$ cat config.mk
export PLATFORM = sky130hd
export DESIGN_NAME = aukv_mem_arb
export DESIGN_NICKNAME = d
export VERILOG_FILES = /design/src/rtl/aukv_mem_arb_pkg.sv /design/src/rtl/aukv_mem_arb_req_slot.sv /design/src/rtl/aukv_mem_arb.sv
export SDC_FILE = /design/constraint.sdc
export NUM_CORES = 1
export LEC_CHECK = 0
export CELL_PAD_IN_SITES_DETAIL_PLACEMENT = 1
export CELL_PAD_IN_SITES_GLOBAL_PLACEMENT = 2
export CORE_MARGIN = 3
export CORE_UTILIZATION = 35
export CTS_BUF_LIST = sky130_fd_sc_hd__clkbuf_8
export CTS_CLUSTER_DIAMETER = 150
export DETAILED_ROUTE_END_ITERATION = 8
export GPL_TIMING_DRIVEN = 0
export PLACE_DENSITY_LB_ADDON = 0.1
export SLEW_MARGIN = 10
export SYNTH_ARGS = -nofsm -noshare
export SYNTH_HDL_FRONTEND = slang
export SYNTH_HIERARCHICAL = 1
export SYNTH_SLANG_ARGS = --single-unit
$ cat constraint.sdc
create_clock -name i_clk -period 2.9 [get_ports i_clk]
set_clock_uncertainty 0.2 [all_clocks]
set_input_delay 0.435 -clock i_clk [delete_from_list [all_inputs] [get_ports i_clk]]
set_output_delay 0.435 -clock i_clk [all_outputs]
set_load 0.01 [all_outputs]
$ cat src/rtl/aukv_mem_arb_pkg.sv
// Shared types for the I/D memory arbiter: FSM states, bus owners, tie policy.
package aukv_mem_arb_pkg;

  typedef enum logic {ST_IDLE, ST_WAIT} arb_state_t;
  typedef enum logic {OWN_I, OWN_D} owner_t;

  localparam int unsigned ARB_RR     = 0;
  localparam int unsigned ARB_D_PRIO = 1;

  function automatic owner_t pick_owner(input int unsigned mode, input logic req_i,
                                        input logic req_d, input owner_t last);
    if (req_i && req_d)
      return (mode == ARB_D_PRIO || last == OWN_I) ? OWN_D : OWN_I;
    return req_d ? OWN_D : OWN_I;
  endfunction

endpackage

$ cat src/rtl/aukv_mem_arb_req_slot.sv
// One requester slot: captures a pulse request while idle and tracks it
// until the arbiter reports completion.
module aukv_req_slot #(
  parameter int unsigned AW = 32,
  parameter int unsigned DW = 32
) (
  input  logic          i_clk,
  input  logic          i_rstn,
  input  logic          i_en,
  input  logic [AW-1:0] i_addr,
  input  logic          i_we,
  input  logic [DW-1:0] i_wdata,
  input  logic [3:0]    i_strobe,
  input  logic          i_grant,
  input  logic          i_done,
  output logic          o_req,
  output logic          o_busy,
  output logic [AW-1:0] o_addr,
  output logic          o_we,
  output logic [DW-1:0] o_wdata,
  output logic [3:0]    o_strobe
);

  logic          pending, inflight, cap;
  logic [AW-1:0] addr_q;
  logic          we_q;
  logic [DW-1:0] wdata_q;
  logic [3:0]    strobe_q;

  assign o_busy = pending | inflight;
  assign cap    = i_en & ~o_busy;
  assign o_req  = pending | cap;

  // Fields bypass to the live inputs while not pending so a fresh request
  // can be granted in its own capture cycle.
  assign o_addr   = pending ? addr_q   : i_addr;
  assign o_we     = pending ? we_q     : i_we;
  assign o_wdata  = pending ? wdata_q  : i_wdata;
  assign o_strobe = pending ? strobe_q : i_strobe;

  always_ff @(posedge i_clk or negedge i_rstn) begin
    if (!i_rstn) begin
      pending  <= 1'b0;
      inflight <= 1'b0;
      addr_q   <= '0;
      we_q     <= 1'b0;
      wdata_q  <= '0;
      strobe_q <= '0;
    end else begin
      if (cap) begin
        addr_q   <= i_addr;
        we_q     <= i_we;
        wdata_q  <= i_wdata;
        strobe_q <= i_strobe;
      end
      if (i_grant) begin
        pending  <= 1'b0;
        inflight <= 1'b1;
      end else if (cap) begin
        pending  <= 1'b1;
      end
      if (i_done) inflight <= 1'b0;
    end
  end

endmodule

$ cat src/rtl/aukv_mem_arb.sv
// Shares one single-port memory bus between the fetch (I) and memory-access (D)
// ports, with round-robin or D-priority tie breaking and a WAIT watchdog.
module aukv_mem_arb #(
  parameter int unsigned AW       = 32,
  parameter int unsigned DW       = 32,
  parameter int unsigned ARB_MODE = 0,
  parameter int unsigned TIMEOUT  = 255,
  parameter int unsigned TO_W     = 8
) (
  input  logic          i_clk,
  input  logic          i_rstn,
  input  logic          i_i_en,
  input  logic [AW-1:0] i_i_addr,
  output logic [DW-1:0] o_i_rdata,
  output logic          o_i_valid,
  output logic          o_i_err,
  output logic          o_i_busy,
  input  logic          i_d_en,
  input  logic          i_d_we,
  input  logic [AW-1:0] i_d_addr,
  input  logic [DW-1:0] i_d_wdata,
  input  logic [3:0]    i_d_strobe,
  output logic [DW-1:0] o_d_rdata,
  output logic          o_d_valid,
  output logic          o_d_err,
  output logic          o_d_busy,
  output logic          o_mem_en,
  output logic          o_mem_we,
  output logic [AW-1:0] o_mem_addr,
  output logic [DW-1:0] o_mem_data,
  output logic [3:0]    o_mem_strobe,
  input  logic [DW-1:0] i_mem_data,
  input  logic          i_mem_valid
);
  import aukv_mem_arb_pkg::*;

  logic          i_req, d_req;
  logic [AW-1:0] i_sel_addr, d_sel_addr;
  logic          i_sel_we, d_sel_we;
  logic [DW-1:0] i_sel_wdata, d_sel_wdata;
  logic [3:0]    i_sel_strobe, d_sel_strobe;
  arb_state_t    state, state_nx;
  owner_t        owner, last_grant, sel;
  logic          grant_i, grant_d, done_ok, done_to, done_i, done_d, to_hit;
  logic [TO_W-1:0] cnt;

  aukv_req_slot #(.AW(AW), .DW(DW)) u_i_slot (
    .i_clk(i_clk), .i_rstn(i_rstn), .i_en(i_i_en), .i_addr(i_i_addr),
    .i_we(1'b0), .i_wdata('0), .i_strobe(4'hf),
    .i_grant(grant_i), .i_done(done_i),
    .o_req(i_req), .o_busy(o_i_busy), .o_addr(i_sel_addr), .o_we(i_sel_we),
    .o_wdata(i_sel_wdata), .o_strobe(i_sel_strobe)
  );

  aukv_req_slot #(.AW(AW), .DW(DW)) u_d_slot (
    .i_clk(i_clk), .i_rstn(i_rstn), .i_en(i_d_en), .i_addr(i_d_addr),
    .i_we(i_d_we), .i_wdata(i_d_wdata), .i_strobe(i_d_strobe),
    .i_grant(grant_d), .i_done(done_d),
    .o_req(d_req), .o_busy(o_d_busy), .o_addr(d_sel_addr), .o_we(d_sel_we),
    .o_wdata(d_sel_wdata), .o_strobe(d_sel_strobe)
  );

  assign to_hit = (TIMEOUT != 0) && ((32'(cnt) + 32'd1) == 32'(TIMEOUT));
  assign done_i = (done_ok | done_to) && (owner == OWN_I);
  assign done_d = (done_ok | done_to) && (owner == OWN_D);

  always_ff @(posedge i_clk or negedge i_rstn) begin
    if (!i_rstn) state <= ST_IDLE;
    else         state <= state_nx;
  end

  always_comb begin
    state_nx = state;
    sel      = OWN_I;
    grant_i  = 1'b0;
    grant_d  = 1'b0;
    done_ok  = 1'b0;
    done_to  = 1'b0;
    case (state)
      ST_IDLE: begin
        if (i_req || d_req) begin
          sel      = pick_owner(ARB_MODE, i_req, d_req, last_grant);
          grant_d  = (sel == OWN_D);
          grant_i  = (sel == OWN_I);
          state_nx = ST_WAIT;
        end
      end
      ST_WAIT: begin
        if (i_mem_valid) begin
          done_ok  = 1'b1;
          state_nx = ST_IDLE;
        end else if (to_hit) begin
          done_to  = 1'b1;
          state_nx = ST_IDLE;
        end
      end
    endcase
  end

  always_ff @(posedge i_clk or negedge i_rstn) begin
    if (!i_rstn) begin
      o_mem_en     <= 1'b0;
      o_mem_we     <= 1'b0;
      o_mem_addr   <= '0;
      o_mem_data   <= '0;
      o_mem_strobe <= '0;
      owner        <= OWN_I;
      last_grant   <= OWN_I;
      cnt          <= '0;
      o_i_valid    <= 1'b0;
      o_i_err      <= 1'b0;
      o_i_rdata    <= '0;
      o_d_valid    <= 1'b0;
      o_d_err      <= 1'b0;
      o_d_rdata    <= '0;
    end else begin
      o_mem_en <= grant_i | grant_d;
      if (grant_i | grant_d) begin
        o_mem_we     <= grant_d ? d_sel_we     : i_sel_we;
        o_mem_addr   <= grant_d ? d_sel_addr   : i_sel_addr;
        o_mem_data   <= grant_d ? d_sel_wdata  : i_sel_wdata;
        o_mem_strobe <= grant_d ? d_sel_strobe : i_sel_strobe;
        owner        <= sel;
        last_grant   <= sel;
      end
      if (state == ST_WAIT && !done_ok && !done_to) cnt <= cnt + 1'b1;
      else                                           cnt <= '0;
      o_i_valid <= done_i;
      o_i_err   <= done_i & done_to;
      if (done_i) o_i_rdata <= done_ok ? i_mem_data : '0;
      o_d_valid <= done_d;
      o_d_err   <= done_d & done_to;
      if (done_d) o_d_rdata <= done_ok ? i_mem_data : '0;
    end
  end

endmodule

Word-level counts from Yosys, hierarchy flattened. Cells that the tools add are included.

Register bits after elaboration: 254. Bits of input ports: 138. Output and inout bits: 140. Logic and storage cells: 96.

Add/sub/neg operators: 2. Equal/unequal tests: 1. Mux-type cells: 42. Bitwise gates (word level): 15. Reductions and logical operators: 12.

Operator list (number): 32-bit 2-to-1 mux (6); 1-bit 2-to-1 mux (31); 4-bit 2-to-1 mux (3); 8-bit by 1-bit adder with 9-bit output, second input constant (1); 9-bit by 8-bit == test with 1-bit output, second input constant (1); 8-bit by 1-bit adder with 8-bit output, second input constant (1); 8-bit 2-to-1 mux (1); 2-bit nonzero test (4); 1-bit bitwise OR (6); 1-bit logical AND (5); 1-bit NOT (5); 1-bit AND (4); 1-bit zero test (2); 1-bit case mux with 2 select lines (1); 1-bit logical OR (1).

Longest topological paths before layout. Gate-level depths: netlist of the first run.

Depth after elaboration: 16. Gate-level depth with buffers: 10. Mapped depth without buffers: 7.

Cells and area by module. Netlist of the first run, hierarchy kept.

Modules (own cells, without submodules): aukv_req_slot (times used 2, cells an instance 232, area an instance 3465.8 sq um, sequential area each 1776.7 sq um); aukv_mem_arb (times used 1, cells an instance 733, area an instance 6656.4 sq um, sequential area each 3703.6 sq um).

Worst setup path after synthesis of the first run. OpenSTA, ideal clock, no wires.

Kind: flip-flop to flip-flop. Start point: register u_i_slot.pending. End point: register o_mem_addr[0]. Setup time: 0.126 ns. Data arrival time: 1.726 ns. Required time: 2.574 ns. Slack: 0.848 ns. Stages on the path, launching flop included: 10. Path buffers: 3. Period minus slack after synthesis: 2.052 ns. Cell sequence: dfrtp_1 buf_2 buf_2 inv_1 nand2_1 o21ai_1 inv_2 clkbuf_1 a21oi_1 o21ai_0.

Cells in the longest elaborated chain, start to end: 15. Elaborated cells between the ends (all ways): 20. Classes of those cells: mux (12); bitwise (6); reduce/logical (2).

RTL lines: start: declaration (line aukv_mem_arb_req_slot.sv:24) `logic pending, inflight, cap;`; start signal: assignment (line aukv_mem_arb_req_slot.sv:43) `pending <= 1'b0;`; start signal: assignment (line aukv_mem_arb_req_slot.sv:57) `pending <= 1'b0;`; start signal: assignment (line aukv_mem_arb_req_slot.sv:60) `pending <= 1'b1;`; 1-bit bitwise OR (line aukv_mem_arb_req_slot.sv:30) `assign o_busy = pending | inflight;`; 1-bit NOT (line aukv_mem_arb_req_slot.sv:31) `assign cap = i_en & ~o_busy;`; 1-bit AND (line aukv_mem_arb_req_slot.sv:31); 1-bit bitwise OR (*) (line aukv_mem_arb_req_slot.sv:32) `assign o_req = pending | cap;`; via i_req (line aukv_mem_arb.sv:37) `logic i_req, d_req;`; 1-bit logical AND (line aukv_mem_arb_pkg.sv:12) `if (req_i && req_d)`; 1-bit 2-to-1 mux (line aukv_mem_arb_pkg.sv:12); 1-bit 2-to-1 mux (line aukv_mem_arb.sv:81) `if (i_req || d_req) begin`; 1-bit 2-to-1 mux (line aukv_mem_arb.sv:79) `case (state)`; 1-bit 2-to-1 mux (line aukv_mem_arb_pkg.sv:14) `return req_d ? OWN_D : OWN_I;`; 1-bit 2-to-1 mux (line aukv_mem_arb.sv:81); 1-bit 2-to-1 mux (line aukv_mem_arb.sv:79); 1-bit NOT (line aukv_mem_arb.sv:84) `grant_i = (sel == OWN_I);`; 1-bit 2-to-1 mux (line aukv_mem_arb.sv:81); 1-bit 2-to-1 mux (line aukv_mem_arb.sv:79); 1-bit bitwise OR (line aukv_mem_arb.sv:118) `if (grant_i | grant_d) begin`; end signal: assignment (line aukv_mem_arb.sv:120) `o_mem_addr <= grant_d ? d_sel_addr : i_sel_addr;`; end: declaration (line aukv_mem_arb.sv:29) `output logic [AW-1:0] o_mem_addr,`.

Mark *: on every way through the listed nets, which the timed path passes. The rest lies on a longest branch. The select of a mux whose other input is x is not followed. A chain may end at the register's enable or synchronous reset.

Worst setup path in the final report of the first run.
Start point: register u_d_slot.pending. End point: output port o_d_busy.

Cells in the longest elaborated chain, start to end: 1.

RTL lines: start: declaration (line aukv_mem_arb_req_slot.sv:24); start signal: assignment (line aukv_mem_arb_req_slot.sv:43); start signal: assignment (line aukv_mem_arb_req_slot.sv:57); start signal: assignment (line aukv_mem_arb_req_slot.sv:60); 1-bit bitwise OR (line aukv_mem_arb_req_slot.sv:30); end: declaration (line aukv_mem_arb.sv:26) `output logic o_d_busy,`.

Every way passes these cells.

==> results of run 1 <==
-- worst reg2reg max path: cells and delay by family, from the launching register on --
kind	cells	cell delay (ns)
and+or+nand+nor	1	0.13
buffers and inverters	5	1.14
AOI/OAI and AO/OA	3	0.78
DFF	1	0.31
-- final cells by class --
cell class / count / share of cell area [%]
clock buffer: 71 / 5.27
buffer: 88 / 2.60
tap: 511 / 3.45
clock inverter: 24 / 0.587
timing repair buffer: 288 / 15.8
antenna: 3 / 0.0405
multi-input combinational: 882 / 33.0
inverter: 8 / 0.162
sequential: 290 / 39.1
-- metal layers --
metal,global-route usage (%),wire length [um],vias to the layer above
met5,0,34,-
met3,5.18,2430,55
li1,-,-,4974
met4,6.07,815,4
met2,32.9,20400,239
met1,28.4,19600,5415
-- sequential cells by signal, indices dropped and copies added (netlist names), 4 cells and up --
signal	cells
o_d_rdata	32
o_i_rdata	32
o_mem_addr	32
o_mem_data	32
u_d_slot/addr_q	32
u_d_slot/wdata_q	32
u_i_slot/addr_q	32
u_i_slot/wdata_q	32
cnt	8
o_mem_strobe	4
u_d_slot/strobe_q	4
u_i_slot/strobe_q	4
-- worst paths after layout --
check | start | end | slack [ns] | depth (start not counted)
worst max-delay path | u_d_slot/pending$_DFFE_PN0P_ | o_d_busy | 0.19 | 4
worst min-delay path | i_i_addr[13] | u_i_slot/addr_q[13]$_DFFE_PN0P_ | 0.24 | 2
worst max register to register | u_d_slot/pending$_DFFE_PN0P_ | o_mem_addr[25]$_DFFE_PN0P_ | 0.23 | 9
worst min register to register | o_mem_addr[30]$_DFFE_PN0P_ | o_mem_addr[30]$_DFFE_PN0P_ | 0.27 | 2
max in group asynchronous | i_rstn | o_i_rdata[18]$_DFFE_PN0P_ | 0.78 | 5
min in group asynchronous | i_rstn | o_mem_strobe[0]$_DFFE_PN0P_ | 0.56 | 3
-- kinds of logic (layout without fill, tap and decap cells) --
logic type / Yosys count / in the layout
fa+ha+maj: 2 / 2
compound gates: 283 / 283
simple gates: 243 / 243
flops: 290 / 290
mux: 276 / 276
other cells: 2 / 77
xor+xnor: 4 / 4
buf+inv: 97 / 479
-- cell usage in the layout, fill, tap and decap left out, types with 3 or more instances in the layout --
master	synthesis	routed
sky130_fd_sc_hd__dfrtp_1	290	290
sky130_fd_sc_hd__clkdlybuf4s50_1	0	274
sky130_fd_sc_hd__mux2_2	256	256
sky130_fd_sc_hd__nand2_1	140	140
sky130_fd_sc_hd__o21ai_0	117	117
sky130_fd_sc_hd__nor2_1	78	78
sky130_fd_sc_hd__conb_1	2	74
sky130_fd_sc_hd__a21oi_1	72	72
sky130_fd_sc_hd__clkbuf_8	0	71
sky130_fd_sc_hd__a22oi_1	64	64
sky130_fd_sc_hd__clkbuf_1	45	35
sky130_fd_sc_hd__buf_2	26	24
sky130_fd_sc_hd__inv_1	7	23
sky130_fd_sc_hd__mux2_1	20	20
sky130_fd_sc_hd__clkbuf_2	1	14
sky130_fd_sc_hd__o21ai_1	11	10
sky130_fd_sc_hd__buf_4	2	9
sky130_fd_sc_hd__buf_8	6	7
sky130_fd_sc_hd__o21ai_2	7	7
sky130_fd_sc_hd__nor3_1	6	6
sky130_fd_sc_hd__clkinv_2	0	5
sky130_fd_sc_hd__diode_2	0	3
sky130_fd_sc_hd__xnor2_1	3	3
sky130_fd_sc_hd__buf_6	3	3
sky130_fd_sc_hd__nand2b_1	3	3
sky130_fd_sc_hd__or2_2	3	3
sky130_fd_sc_hd__dlygate4sd3_1	0	3
sky130_fd_sc_hd__buf_16	0	3
-- synth_stat cells (all sizes together) (3+ instances only) --
cell,number,area share (%)
mux2,276,23
a21oi,72,2.7
buf,43,2.1
inv,8,0.22
nor2,78,2.2
clkbuf,46,1.3
xnor2,3,0.19
a22oi,64,3.5
dfrtp,290,53
o21ai,135,5.2
nor3b,4,0.39
nor3,8,0.37
nand2,140,3.9
nand3,3,0.18
or2,3,0.14
nand2b,3,0.14
-- power by group through the flow --
stage	Sequential [W]	Clock, W	Combinational [W]
finish	0.00712	0.00397	0.00988
global route	0.00739	0.00435	0.0109
CTS	0.00712	0.00413	0.00999
detailed placement	0.00717	0	0.00990
global placement	0.00709	0	0.00964
floorplan	0.00731	0	0.00551
-- per-stage QoR --
| stage | total power (W) | util, % | hold slack, ns | instances | instance area, sq um |
|---|---|---|---|---|---|
| global route | 0.0226 | 48.9 | 0.208 | 2165 | 18600 |
| detailed placement | 0.0171 | 45.8 | 0.0800 | 2060 | 17400 |
| global placement | 0.0167 | 45.5 | 0.261 | 2057 | 17300 |
| floorplan | 0.0128 | - | -0.0606 | 1269 | 13900 |
| CTS | 0.0212 | 48.8 | 0.169 | 2159 | 18500 |
| finish | 0.0210 | 48.9 | 0.239 | 2165 | 18600 |
-- what timing repair did --
action,4_1_cts,5_1_grt
buffers inserted,2,3
resized for setup,10,16
hold buffers,3,0
hold endpoints to repair,205,0
endpoints found under the setup margin,78,19
pin swaps,1,1
==> flow_results.xml, run 1 <==
<?xml version="1.0" encoding="UTF-8"?>
<metrics>
  <group name="detailed_routing">
    <metric name="first_pass_iters" unit="">4</metric>
    <metric name="drc_errors" unit="">0</metric>
    <metric name="post_drt_via_cell_ratio" unit="">4.94</metric>
    <metric name="average_wire_length_per_cell_after_detail_routing" unit="um">20.0</metric>
    <metric name="via_count" unit="">10700</metric>
    <metric name="first_iter_violations" unit="">320</metric>
    <metric name="routed_wl" unit="um">43300</metric>
    <metric name="postRouteAntennaNets" unit="">0</metric>
  </group>
  <group name="global_routing">
    <metric name="first_global_vias" unit="">11600</metric>
    <metric name="grt_pass1_wl" unit="um">67700</metric>
    <metric name="antenna_found_initial" unit="">5</metric>
    <metric name="grt_max_degree" unit="">99</metric>
    <metric name="globalRouteOverflowTotal" unit="">0</metric>
    <metric name="grt_util_all_layers" unit="%">20.8</metric>
  </group>
  <group name="floorplan">
    <metric name="floorplan.die_area" unit="sq mm">0.0412</metric>
    <metric name="floorplan.core_area" unit="sq mm">0.0379</metric>
    <metric name="initial_utilization" unit="%">35.8</metric>
    <metric name="die_h" unit="um">203</metric>
    <metric name="pin_count" unit="">278</metric>
    <metric name="placement_rows" unit="">71</metric>
    <metric name="die_width" unit="um">203</metric>
  </group>
  <group name="worst_setup_path">
    <metric name="critPathLaunchType" unit="">register</metric>
    <metric name="critical_path_arrival" unit="ns">2.07</metric>
    <metric name="critical_path.cell_chain" unit="">buf_2 -&gt; buf_4 -&gt; or2_2 -&gt; dlygate4sd2_1</metric>
    <metric name="cp_top_family" unit="">buffers and inverters</metric>
    <metric name="worstPathMaxFanout" unit="">10</metric>
    <metric name="critical_path_buf_inv_count" unit="">3</metric>
    <metric name="crit_path_max_incr_delay" unit="ns">0.35</metric>
    <metric name="crit_required" unit="ns">2.27</metric>
    <metric name="timing.setup.critical_path_class" unit="">reg -&gt; out</metric>
    <metric name="endpoint_kind" unit="">primary output</metric>
    <metric name="cpMaxStageDelayCell" unit="">sky130_fd_sc_hd__dfrtp_1</metric>
  </group>
  <group name="timing">
    <metric name="report.final.setup_viol" unit="">0</metric>
    <metric name="timing_hold_violations_final" unit="">0</metric>
    <metric name="slew_violations" unit="">0</metric>
    <metric name="peak_clock_frequency_supported_by_timing" unit="GHz">0.370</metric>
    <metric name="period_minus_slack" unit="ns">2.71</metric>
    <metric name="worst_slew_margin_rel" unit="%">60.1</metric>
    <metric name="final_critical_path_setup_slack" unit="ns">0.194</metric>
    <metric name="finalSetupTns" unit="ns">0</metric>
    <metric name="setup_repair_after_global_routing_missed_its_margin" unit="">no</metric>
    <metric name="finalCritPeriodShare" unit="%">93.3</metric>
    <metric name="timing_worst_slew_pin_value" unit="ns">0.599</metric>
  </group>
  <group name="pwr">
    <metric name="p_comb_share" unit="%">47.1</metric>
    <metric name="p_clk_share" unit="%">18.9</metric>
    <metric name="power_report.internal_total" unit="W">0.0132</metric>
    <metric name="sequentialPowerShare" unit="%">34.0</metric>
    <metric name="power.density_cell_area" unit="mW/mm^2">1130</metric>
    <metric name="vdd.ir_drop.worst" unit="V">0.000404</metric>
    <metric name="total_leakage_power" unit="nW">7.85</metric>
    <metric name="switchingPower" unit="W">0.00773</metric>
    <metric name="power.share.switching" unit="%">36.8</metric>
  </group>
  <group name="synth">
    <metric name="ys_seq_area_share" unit="%">53.4</metric>
    <metric name="synthesis.area_per_instance" unit="sq um">11.4</metric>
    <metric name="synth_simple_gate_area_share" unit="%">7.46</metric>
    <metric name="synth_compound_area_share" unit="%">12.1</metric>
    <metric name="synth_top_family_by_area" unit="">multiplexers</metric>
    <metric name="synth.ff_latch_count" unit="">290</metric>
    <metric name="muxShareOfSynthArea" unit="%">22.9</metric>
    <metric name="synth_warnings" unit="">6</metric>
    <metric name="synthesis.area" unit="sq mm">0.0136</metric>
    <metric name="synth_xor_xnor_area_share" unit="%">0.258</metric>
    <metric name="ys_dominant_reg_cell" unit="">sky130_fd_sc_hd__dfrtp_1</metric>
    <metric name="syn-instance-count" unit="">1197</metric>
    <metric name="netlist-cell-type-count" unit="">44</metric>
    <metric name="synthAdderAreaFrac" unit="%">0.184</metric>
    <metric name="asyncSetResetFlopFracSynth" unit="%">100</metric>
    <metric name="synth_enable_flop_cells" unit="">0</metric>
  </group>
  <group name="clock_tree">
    <metric name="cts_num_sinks" unit="">290</metric>
    <metric name="clk_root_buf" unit="">sky130_fd_sc_hd__clkbuf_8</metric>
    <metric name="total_clock_buffers_created_by_cts" unit="">54</metric>
    <metric name="clk_latency" unit="ns">0.62</metric>
    <metric name="clkSlewWorstSetupHoldPaths" unit="ns">0.06</metric>
    <metric name="max-clock-path-buffers" unit="">3</metric>
    <metric name="cts_max_level" unit="">2</metric>
    <metric name="clock_tree_from_tritoncts" unit="">yes</metric>
  </group>
  <group name="finish">
    <metric name="area_of_the_multi_input_gates" unit="sq mm">0.00612</metric>
    <metric name="final_nets" unit="">1752</metric>
    <metric name="final_layout_size_suffix_gt1_share" unit="%">25.3</metric>
    <metric name="synthToLayoutAreaGrowth" unit="%">36.5</metric>
    <metric name="register_area" unit="sq mm">0.00726</metric>
    <metric name="layout.filler_cells" unit="">4221</metric>
  </group>
  <group name="outcome">
    <metric name="outcome" unit="">finished clean</metric>
  </group>
  <group name="job">
    <metric name="maximum_capacitance_violations" unit="">0</metric>
  </group>
  <group name="placed_design">
    <metric name="port_buffers" unit="">277</metric>
    <metric name="dpl_worst_slack" unit="ns">-0.644</metric>
    <metric name="finalWeightedCongestion" unit="">0.765</metric>
    <metric name="hpwlAfterDp" unit="um">30400</metric>
  </group>
  <group name="worst_hold_path">
    <metric name="timing.hold.worst.class" unit="">in -&gt; reg</metric>
  </group>
</metrics>
Note: power is estimated with default switching activity, not from simulation.
==> run 2: changes to the inputs <==
--- a/config.mk
+++ b/config.mk
@@ -6,9 +6,9 @@
 export NUM_CORES = 1
 export LEC_CHECK = 0
 export CELL_PAD_IN_SITES_DETAIL_PLACEMENT = 1
-export CELL_PAD_IN_SITES_GLOBAL_PLACEMENT = 2
+export CELL_PAD_IN_SITES_GLOBAL_PLACEMENT = 1
 export CORE_MARGIN = 3
-export CORE_UTILIZATION = 35
+export CORE_UTILIZATION = 42
 export CTS_BUF_LIST = sky130_fd_sc_hd__clkbuf_8
 export CTS_CLUSTER_DIAMETER = 150
 export DETAILED_ROUTE_END_ITERATION = 8
==> constraint.sdc (replaced) <==
create_clock -name i_clk -period 2.9 [get_ports i_clk]
set_clock_uncertainty 0.2 [all_clocks]
set_input_delay 0.435 -clock i_clk [delete_from_list [all_inputs] [get_ports i_clk]]
set_output_delay 0.435 -clock i_clk [all_outputs]
set_load 0.05 [all_outputs]
==> run 2 against run 1 <==
Against the previous run: cell count fell by 5.6%; die area fell by 16%; register-to-register slack got worse by 0.06 ns; critical endpoint unchanged; clock power fell by 2%; largest power group unchanged; fmax fell by 1.3%; wire length fell by 4.2%; setup slack got worse by 0.035 ns; critical path type unchanged.
==> flow_results.xml, run 2 (synthesis results as in run 1) <==
<?xml version="1.0" encoding="UTF-8"?>
<metrics>
  <group name="detailed_routing">
    <metric name="wl_met3" unit="um">2660</metric>
    <metric name="drc_errors" unit="">0</metric>
    <metric name="first_pass_iters" unit="">5</metric>
    <metric name="post_drt_via_cell_ratio" unit="">5.29</metric>
    <metric name="uppermost_layer_routed" unit="">met5</metric>
    <metric name="via_count" unit="">10800</metric>
    <metric name="average_wire_length_per_cell_after_detail_routing" unit="um">20.3</metric>
    <metric name="wl_met2" unit="um">20100</metric>
    <metric name="wirelength_met1" unit="um">17800</metric>
    <metric name="postRouteAntennaNets" unit="">0</metric>
    <metric name="first_iter_violations" unit="">363</metric>
    <metric name="routed_wl" unit="um">41500</metric>
  </group>
  <group name="finish">
    <metric name="final_layout_size_suffix_gt1_share" unit="%">25.1</metric>
    <metric name="design_area" unit="sq mm">0.0183</metric>
    <metric name="antenna-diode-count" unit="">0</metric>
    <metric name="mostFrequentLayoutCells" unit="">sky130_fd_sc_hd__dfrtp_1 (290), sky130_fd_sc_hd__clkdlybuf4s50_1 (274), sky130_fd_sc_hd__mux2_2 (256), sky130_fd_sc_hd__nand2_1 (140), sky130_fd_sc_hd__o21ai_0 (117)</metric>
    <metric name="synthToLayoutAreaGrowth" unit="%">34.9</metric>
    <metric name="mostFrequentLayoutCell" unit="">sky130_fd_sc_hd__dfrtp_1</metric>
    <metric name="layout.filler_cells" unit="">3425</metric>
    <metric name="final_nets" unit="">1745</metric>
    <metric name="finalCoreUtilization" unit="%">57.8</metric>
  </group>
  <group name="global_routing">
    <metric name="grt_pass1_wl" unit="um">64900</metric>
    <metric name="first_global_vias" unit="">12000</metric>
    <metric name="grt_util_all_layers" unit="%">23.8</metric>
    <metric name="grt_max_degree" unit="">83</metric>
    <metric name="globalRouteOverflowTotal" unit="">0</metric>
    <metric name="antenna_found_initial" unit="">2</metric>
  </group>
  <group name="worst_setup_path">
    <metric name="critical_path_arrival" unit="ns">2.11</metric>
    <metric name="worstPathMaxFanout" unit="">10</metric>
    <metric name="critPathLaunchType" unit="">register</metric>
    <metric name="endpoint_kind" unit="">primary output</metric>
    <metric name="crit_required" unit="ns">2.27</metric>
    <metric name="timing.setup.critical_path_class" unit="">reg -&gt; out</metric>
  </group>
  <group name="timing">
    <metric name="timing_worst_slew_pin_value" unit="ns">0.620</metric>
    <metric name="slew_violations" unit="">0</metric>
    <metric name="finalCritPeriodShare" unit="%">94.5</metric>
    <metric name="peak_clock_frequency_supported_by_timing" unit="GHz">0.365</metric>
    <metric name="worst_slew_margin_rel" unit="%">58.5</metric>
    <metric name="worst_hold_margin" unit="ns">0.187</metric>
    <metric name="period_minus_slack" unit="ns">2.74</metric>
    <metric name="report.final.setup_viol" unit="">0</metric>
    <metric name="setup_repair_after_global_routing_missed_its_margin" unit="">no</metric>
    <metric name="timing_hold_violations_final" unit="">0</metric>
  </group>
  <group name="clock_tree">
    <metric name="cts_num_sinks" unit="">290</metric>
    <metric name="cts_max_level" unit="">2</metric>
    <metric name="clkSlewWorstSetupHoldPaths" unit="ns">0.06</metric>
    <metric name="max-clock-path-buffers" unit="">3</metric>
    <metric name="clk_root_buf" unit="">sky130_fd_sc_hd__clkbuf_8</metric>
    <metric name="total_clock_buffers_created_by_cts" unit="">52</metric>
    <metric name="clock_tree_from_tritoncts" unit="">yes</metric>
    <metric name="clk_latency" unit="ns">0.58</metric>
  </group>
  <group name="pwr">
    <metric name="vdd.ir_drop.worst" unit="V">0.000652</metric>
    <metric name="fin_total_pwr" unit="W">0.0236</metric>
    <metric name="total_leakage_power" unit="nW">7.84</metric>
    <metric name="power.density_cell_area" unit="mW/mm^2">1280</metric>
  </group>
  <group name="floorplan">
    <metric name="die_h" unit="um">186</metric>
    <metric name="die_width" unit="um">186</metric>
    <metric name="initial_utilization" unit="%">42.8</metric>
    <metric name="placement_rows" unit="">65</metric>
    <metric name="floorplan.die_area" unit="sq mm">0.0345</metric>
    <metric name="pin_count" unit="">278</metric>
    <metric name="floorplan.core_area" unit="sq mm">0.0317</metric>
  </group>
  <group name="worst_hold_path">
    <metric name="timing.hold.worst.class" unit="">in -&gt; async</metric>
  </group>
  <group name="placed_design">
    <metric name="hpwlAfterDp" unit="um">29400</metric>
    <metric name="port_buffers" unit="">277</metric>
    <metric name="finalWeightedCongestion" unit="">0.801</metric>
    <metric name="postPlaceCellArea" unit="sq mm">0.0172</metric>
  </group>
  <group name="outcome">
    <metric name="outcome" unit="">finished clean</metric>
  </group>
  <group name="job">
    <metric name="maximum_capacitance_violations" unit="">0</metric>
  </group>
</metrics>
## run 2: layout make-up
type	instances	area, sq um	share of cell area [%]
repair buffers	283	2880	15.7
plain buffers	88	484	2.64
multi-input cells	882	6120	33.4
flip-flops and latches	290	7260	39.6
clock inverters	23	116	0.635
inverters	8	30.0	0.164
well taps	402	503	2.74
clock buffers	68	936	5.11
## run 2: worst paths after layout
path	start	to	slack, ns	depth (start not counted)
max	u_d_slot/pending$_DFFE_PN0P_	o_d_busy	0.16	4
min	i_rstn	u_d_slot/addr_q[7]$_DFFE_PN0P_	0.19	2
max reg2reg	u_d_slot/pending$_DFFE_PN0P_	o_mem_data[15]$_DFFE_PN0P_	0.17	9
min reg2reg	o_mem_data[31]$_DFFE_PN0P_	o_mem_data[31]$_DFFE_PN0P_	0.28	2
max in group asynchronous	i_rstn	o_d_rdata[26]$_DFFE_PN0P_	1.11	4
min in group i_clk	o_mem_data[31]$_DFFE_PN0P_	o_mem_data[31]$_DFFE_PN0P_	0.28	2
## run 2: what timing repair did
action | in CTS | in global routing
hold endpoints to repair | 61 | 0
hold buffers | 1 | 0
pin swaps | 0 | 1
resized for setup | 14 | 18
endpoints found under the setup margin | 76 | 50
buffers inserted | 0 | 2
## run 2: per-stage QoR
stage	setup TNS, ns	worst slack, ns	instances
after floorplan	0	0.847	1269
after global placement	-3558.46	-12.22	1948
after detailed placement	-27.48	-0.455	1951
after CTS	0	0.00926	2042
after global routing	0	0.00546	2044
final	0	0.159	2044
## run 2: power by group
group	leakage, nW	internal [W]	total [W]	switching, W
Clock	0.616	0.00217	0.00388	0.00171
Combinational	3.82	0.00501	0.0125	0.00750
Sequential	3.40	0.00602	0.00717	0.00115
Total	7.84	0.0132	0.0236	0.0104
## run 2: metal layers
layer / GRT usage (%) / up-vias
met5: 0 / -
met4: 5.36 / 4
met3: 6.12 / 69
met2: 41.1 / 284
met1: 30.3 / 5496
li1: - / 4954
## run 2: worst max-delay path: stages, from the launching register on
cell and delay, ns:
sky130_fd_sc_hd__dfrtp_1 0.35, sky130_fd_sc_hd__buf_2 0.23, sky130_fd_sc_hd__clkbuf_4 0.27, sky130_fd_sc_hd__or2_2 0.32, sky130_fd_sc_hd__clkdlybuf4s15_2 0.37
==> run 3: changes to the inputs <==
--- a/config.mk
+++ b/config.mk
@@ -7,7 +7,6 @@
 export LEC_CHECK = 0
 export CELL_PAD_IN_SITES_DETAIL_PLACEMENT = 1
 export CELL_PAD_IN_SITES_GLOBAL_PLACEMENT = 1
-export CORE_MARGIN = 3
 export CORE_UTILIZATION = 42
 export CTS_BUF_LIST = sky130_fd_sc_hd__clkbuf_8
 export CTS_CLUSTER_DIAMETER = 150
==> run 3 against run 2 <==
Against the previous run: total power is 1.1% lower; global-route usage is 1.5 points higher; non-clock buffer count shrank 1; largest cell class unchanged; sequential share of layout area increased by 0.17 points; cell count fell by 0.24%.
==> flow_results.xml, run 3 (synthesis results as in run 1) <==
<?xml version="1.0" encoding="UTF-8"?>
<metrics>
  <group name="timing">
    <metric name="report.final.setup_viol" unit="">0</metric>
    <metric name="setup_repair_after_global_routing_missed_its_margin" unit="">no</metric>
    <metric name="worst_slew_margin_rel" unit="%">55.1</metric>
    <metric name="timing_hold_violations_final" unit="">0</metric>
    <metric name="slew_violations" unit="">0</metric>
    <metric name="peak_clock_frequency_supported_by_timing" unit="GHz">0.361</metric>
    <metric name="timing_worst_slew_pin_value" unit="ns">0.674</metric>
    <metric name="finalCritPeriodShare" unit="%">95.6</metric>
    <metric name="period_minus_slack" unit="ns">2.77</metric>
    <metric name="finalSetupTns" unit="ns">0</metric>
  </group>
  <group name="placed_design">
    <metric name="finalWeightedCongestion" unit="">0.786</metric>
    <metric name="port_buffers" unit="">277</metric>
    <metric name="postPlaceCellArea" unit="sq mm">0.0172</metric>
    <metric name="hpwlAfterDp" unit="um">28700</metric>
  </group>
  <group name="pwr">
    <metric name="power_report.internal_total" unit="W">0.0130</metric>
    <metric name="p_comb_share" unit="%">53.8</metric>
    <metric name="total_leakage_power" unit="nW">7.79</metric>
    <metric name="power.share.switching" unit="%">44.3</metric>
    <metric name="sequentialPowerShare" unit="%">30.7</metric>
    <metric name="fin_total_pwr" unit="W">0.0233</metric>
    <metric name="p_clk_share" unit="%">15.5</metric>
    <metric name="switchingPower" unit="W">0.0103</metric>
    <metric name="power.density_cell_area" unit="mW/mm^2">1280</metric>
    <metric name="vdd.ir_drop.worst" unit="V">0.000674</metric>
  </group>
  <group name="finish">
    <metric name="final_nets" unit="">1744</metric>
    <metric name="mostFrequentLayoutCells" unit="">sky130_fd_sc_hd__dfrtp_1 (290), sky130_fd_sc_hd__clkdlybuf4s50_1 (274), sky130_fd_sc_hd__mux2_2 (256), sky130_fd_sc_hd__nand2_1 (140), sky130_fd_sc_hd__o21ai_0 (117)</metric>
    <metric name="mostFrequentLayoutCell" unit="">sky130_fd_sc_hd__dfrtp_1</metric>
    <metric name="layout.filler_cells" unit="">3441</metric>
    <metric name="final_layout_size_suffix_gt1_share" unit="%">25.0</metric>
    <metric name="synthToLayoutAreaGrowth" unit="%">34.3</metric>
    <metric name="design_area" unit="sq mm">0.0183</metric>
  </group>
  <group name="worst_setup_path">
    <metric name="crit-reg2reg-capture" unit="">o_mem_addr[4]$_DFFE_PN0P_</metric>
    <metric name="timing.setup.critical_path_class" unit="">reg -&gt; out</metric>
    <metric name="crit_required" unit="ns">2.27</metric>
    <metric name="critical_path_arrival" unit="ns">2.14</metric>
    <metric name="reg2reg_from" unit="">u_i_slot/pending$_DFFE_PN0P_</metric>
    <metric name="timing.reg2reg.setup_slack" unit="ns">0.21</metric>
    <metric name="timing.reg2reg.worst_path_depth" unit="">8</metric>
    <metric name="worstPathMaxFanout" unit="">10</metric>
    <metric name="worst_setup_endpoint" unit="">o_d_busy</metric>
    <metric name="endpoint_kind" unit="">primary output</metric>
    <metric name="startpoint" unit="">u_d_slot/pending$_DFFE_PN0P_</metric>
    <metric name="critPathLaunchType" unit="">register</metric>
  </group>
  <group name="global_routing">
    <metric name="gr-max-usage-layer" unit="">met2</metric>
    <metric name="globalRouteOverflowTotal" unit="">0</metric>
    <metric name="grt_max_degree" unit="">91</metric>
    <metric name="grt_pass1_wl" unit="um">65600</metric>
    <metric name="grt_util_all_layers" unit="%">25.3</metric>
    <metric name="grt_use_met1" unit="%">32.6</metric>
    <metric name="grt.met2_usage" unit="%">41.8</metric>
    <metric name="met3_usage" unit="%">6.10</metric>
    <metric name="first_global_vias" unit="">11900</metric>
    <metric name="antenna_found_initial" unit="">8</metric>
  </group>
  <group name="clock_tree">
    <metric name="clk_root_buf" unit="">sky130_fd_sc_hd__clkbuf_8</metric>
    <metric name="clock_tree_from_tritoncts" unit="">yes</metric>
    <metric name="clk_latency" unit="ns">0.57</metric>
    <metric name="cts_num_sinks" unit="">290</metric>
    <metric name="cts_max_level" unit="">2</metric>
    <metric name="total_clock_buffers_created_by_cts" unit="">52</metric>
    <metric name="max-clock-path-buffers" unit="">3</metric>
    <metric name="clkSlewWorstSetupHoldPaths" unit="ns">0.06</metric>
  </group>
  <group name="floorplan">
    <metric name="die_h" unit="um">182</metric>
    <metric name="pin_count" unit="">278</metric>
    <metric name="initial_utilization" unit="%">42.8</metric>
    <metric name="placement_rows" unit="">65</metric>
    <metric name="die_width" unit="um">182</metric>
    <metric name="floorplan.die_area" unit="sq mm">0.0331</metric>
    <metric name="floorplan.core_area" unit="sq mm">0.0317</metric>
  </group>
  <group name="detailed_routing">
    <metric name="via_count" unit="">10800</metric>
    <metric name="first_iter_violations" unit="">421</metric>
    <metric name="routed_wl" unit="um">40600</metric>
    <metric name="postRouteAntennaNets" unit="">0</metric>
    <metric name="drc_errors" unit="">0</metric>
    <metric name="average_wire_length_per_cell_after_detail_routing" unit="um">19.9</metric>
    <metric name="first_pass_iters" unit="">4</metric>
    <metric name="post_drt_via_cell_ratio" unit="">5.27</metric>
  </group>
  <group name="job">
    <metric name="maximum_capacitance_violations" unit="">0</metric>
  </group>
  <group name="worst_hold_path">
    <metric name="timing.hold.worst.class" unit="">in -&gt; async</metric>
  </group>
  <group name="outcome">
    <metric name="outcome" unit="">finished clean</metric>
  </group>
</metrics>
-- run 3: routing by layer --
layer	vias to the layer above	share of wire [%]
li1	4948	-
met1	5428	43
met2	278	48
met3	92	6.1
met4	8	2.9
met5	-	0.14
-- run 3: repair_timing --
action	in CTS	in global routing
pin swaps	1	0
buffers inserted	1	0
gates resized for setup	14	28
endpoints found under the hold margin	97	0
endpoints found under the setup margin	76	62
hold buffers	1	0
gates cloned	0	0
-- run 3: worst min path at each step --
stage	slack [ns]	from	cells past startpoint	end
2_1_floorplan	-0.06	i_rstn	0	cnt[0]$_DFF_PN0_
3_3_place_gp	0.26	o_mem_addr[11]$_DFFE_PN0P_	2	o_mem_addr[11]$_DFFE_PN0P_
5_1_grt	0.20	i_rstn	2	u_d_slot/addr_q[8]$_DFFE_PN0P_
4_1_cts	0.16	i_rstn	2	o_mem_data[12]$_DFFE_PN0P_
3_5_place_dp	0.18	i_rstn	1	u_d_slot/addr_q[7]$_DFFE_PN0P_
6_report	0.17	i_rstn	2	u_d_slot/addr_q[7]$_DFFE_PN0P_
-- run 3: power groups by stage --
stage	sequential, W	combinational (W)	clock (W)
2_1_floorplan	0.00992	0.00556	0
3_3_place_gp	0.00709	0.0122	0
3_5_place_dp	0.00719	0.0125	0
4_1_cts	0.00715	0.0126	0.00371
5_1_grt	0.00742	0.0135	0.00387
6_report	0.00716	0.0125	0.00360
-- run 3: cell type report --
class,instances,area (sq um),share of cell area (%)
diodes,3,7.51,0.0411
plain buffers,88,487,2.67
clock buffers,63,867,4.75
clock inverters,21,86.3,0.473
inverters,8,30.0,0.164
multi-input cells,882,6120,33.6
flip-flops and latches,290,7260,39.8
well taps,402,503,2.76
repair buffers,282,2890,15.8
-- run 3: through the flow --
step           hold slack (ns)  worst slack (ns)  util [%]  std cells
2_1_floorplan          -0.0606             0.847         -       1269
3_3_place_gp             0.260            -12.19      54.0       1948
3_5_place_dp             0.178            -0.442      54.3       1951
4_1_cts                  0.156            0.0544      57.5       2036
5_1_grt                  0.197           0.00749      57.5       2037
6_report                 0.169             0.129      57.6       2039
-- run 3: worst max-delay path, cell delays in order (launching register included) --
cell	delay, ns
sky130_fd_sc_hd__dfrtp_1	0.32
sky130_fd_sc_hd__buf_2	0.31
sky130_fd_sc_hd__buf_2	0.36
sky130_fd_sc_hd__or2_2	0.17
sky130_fd_sc_hd__clkdlybuf4s15_2	0.40
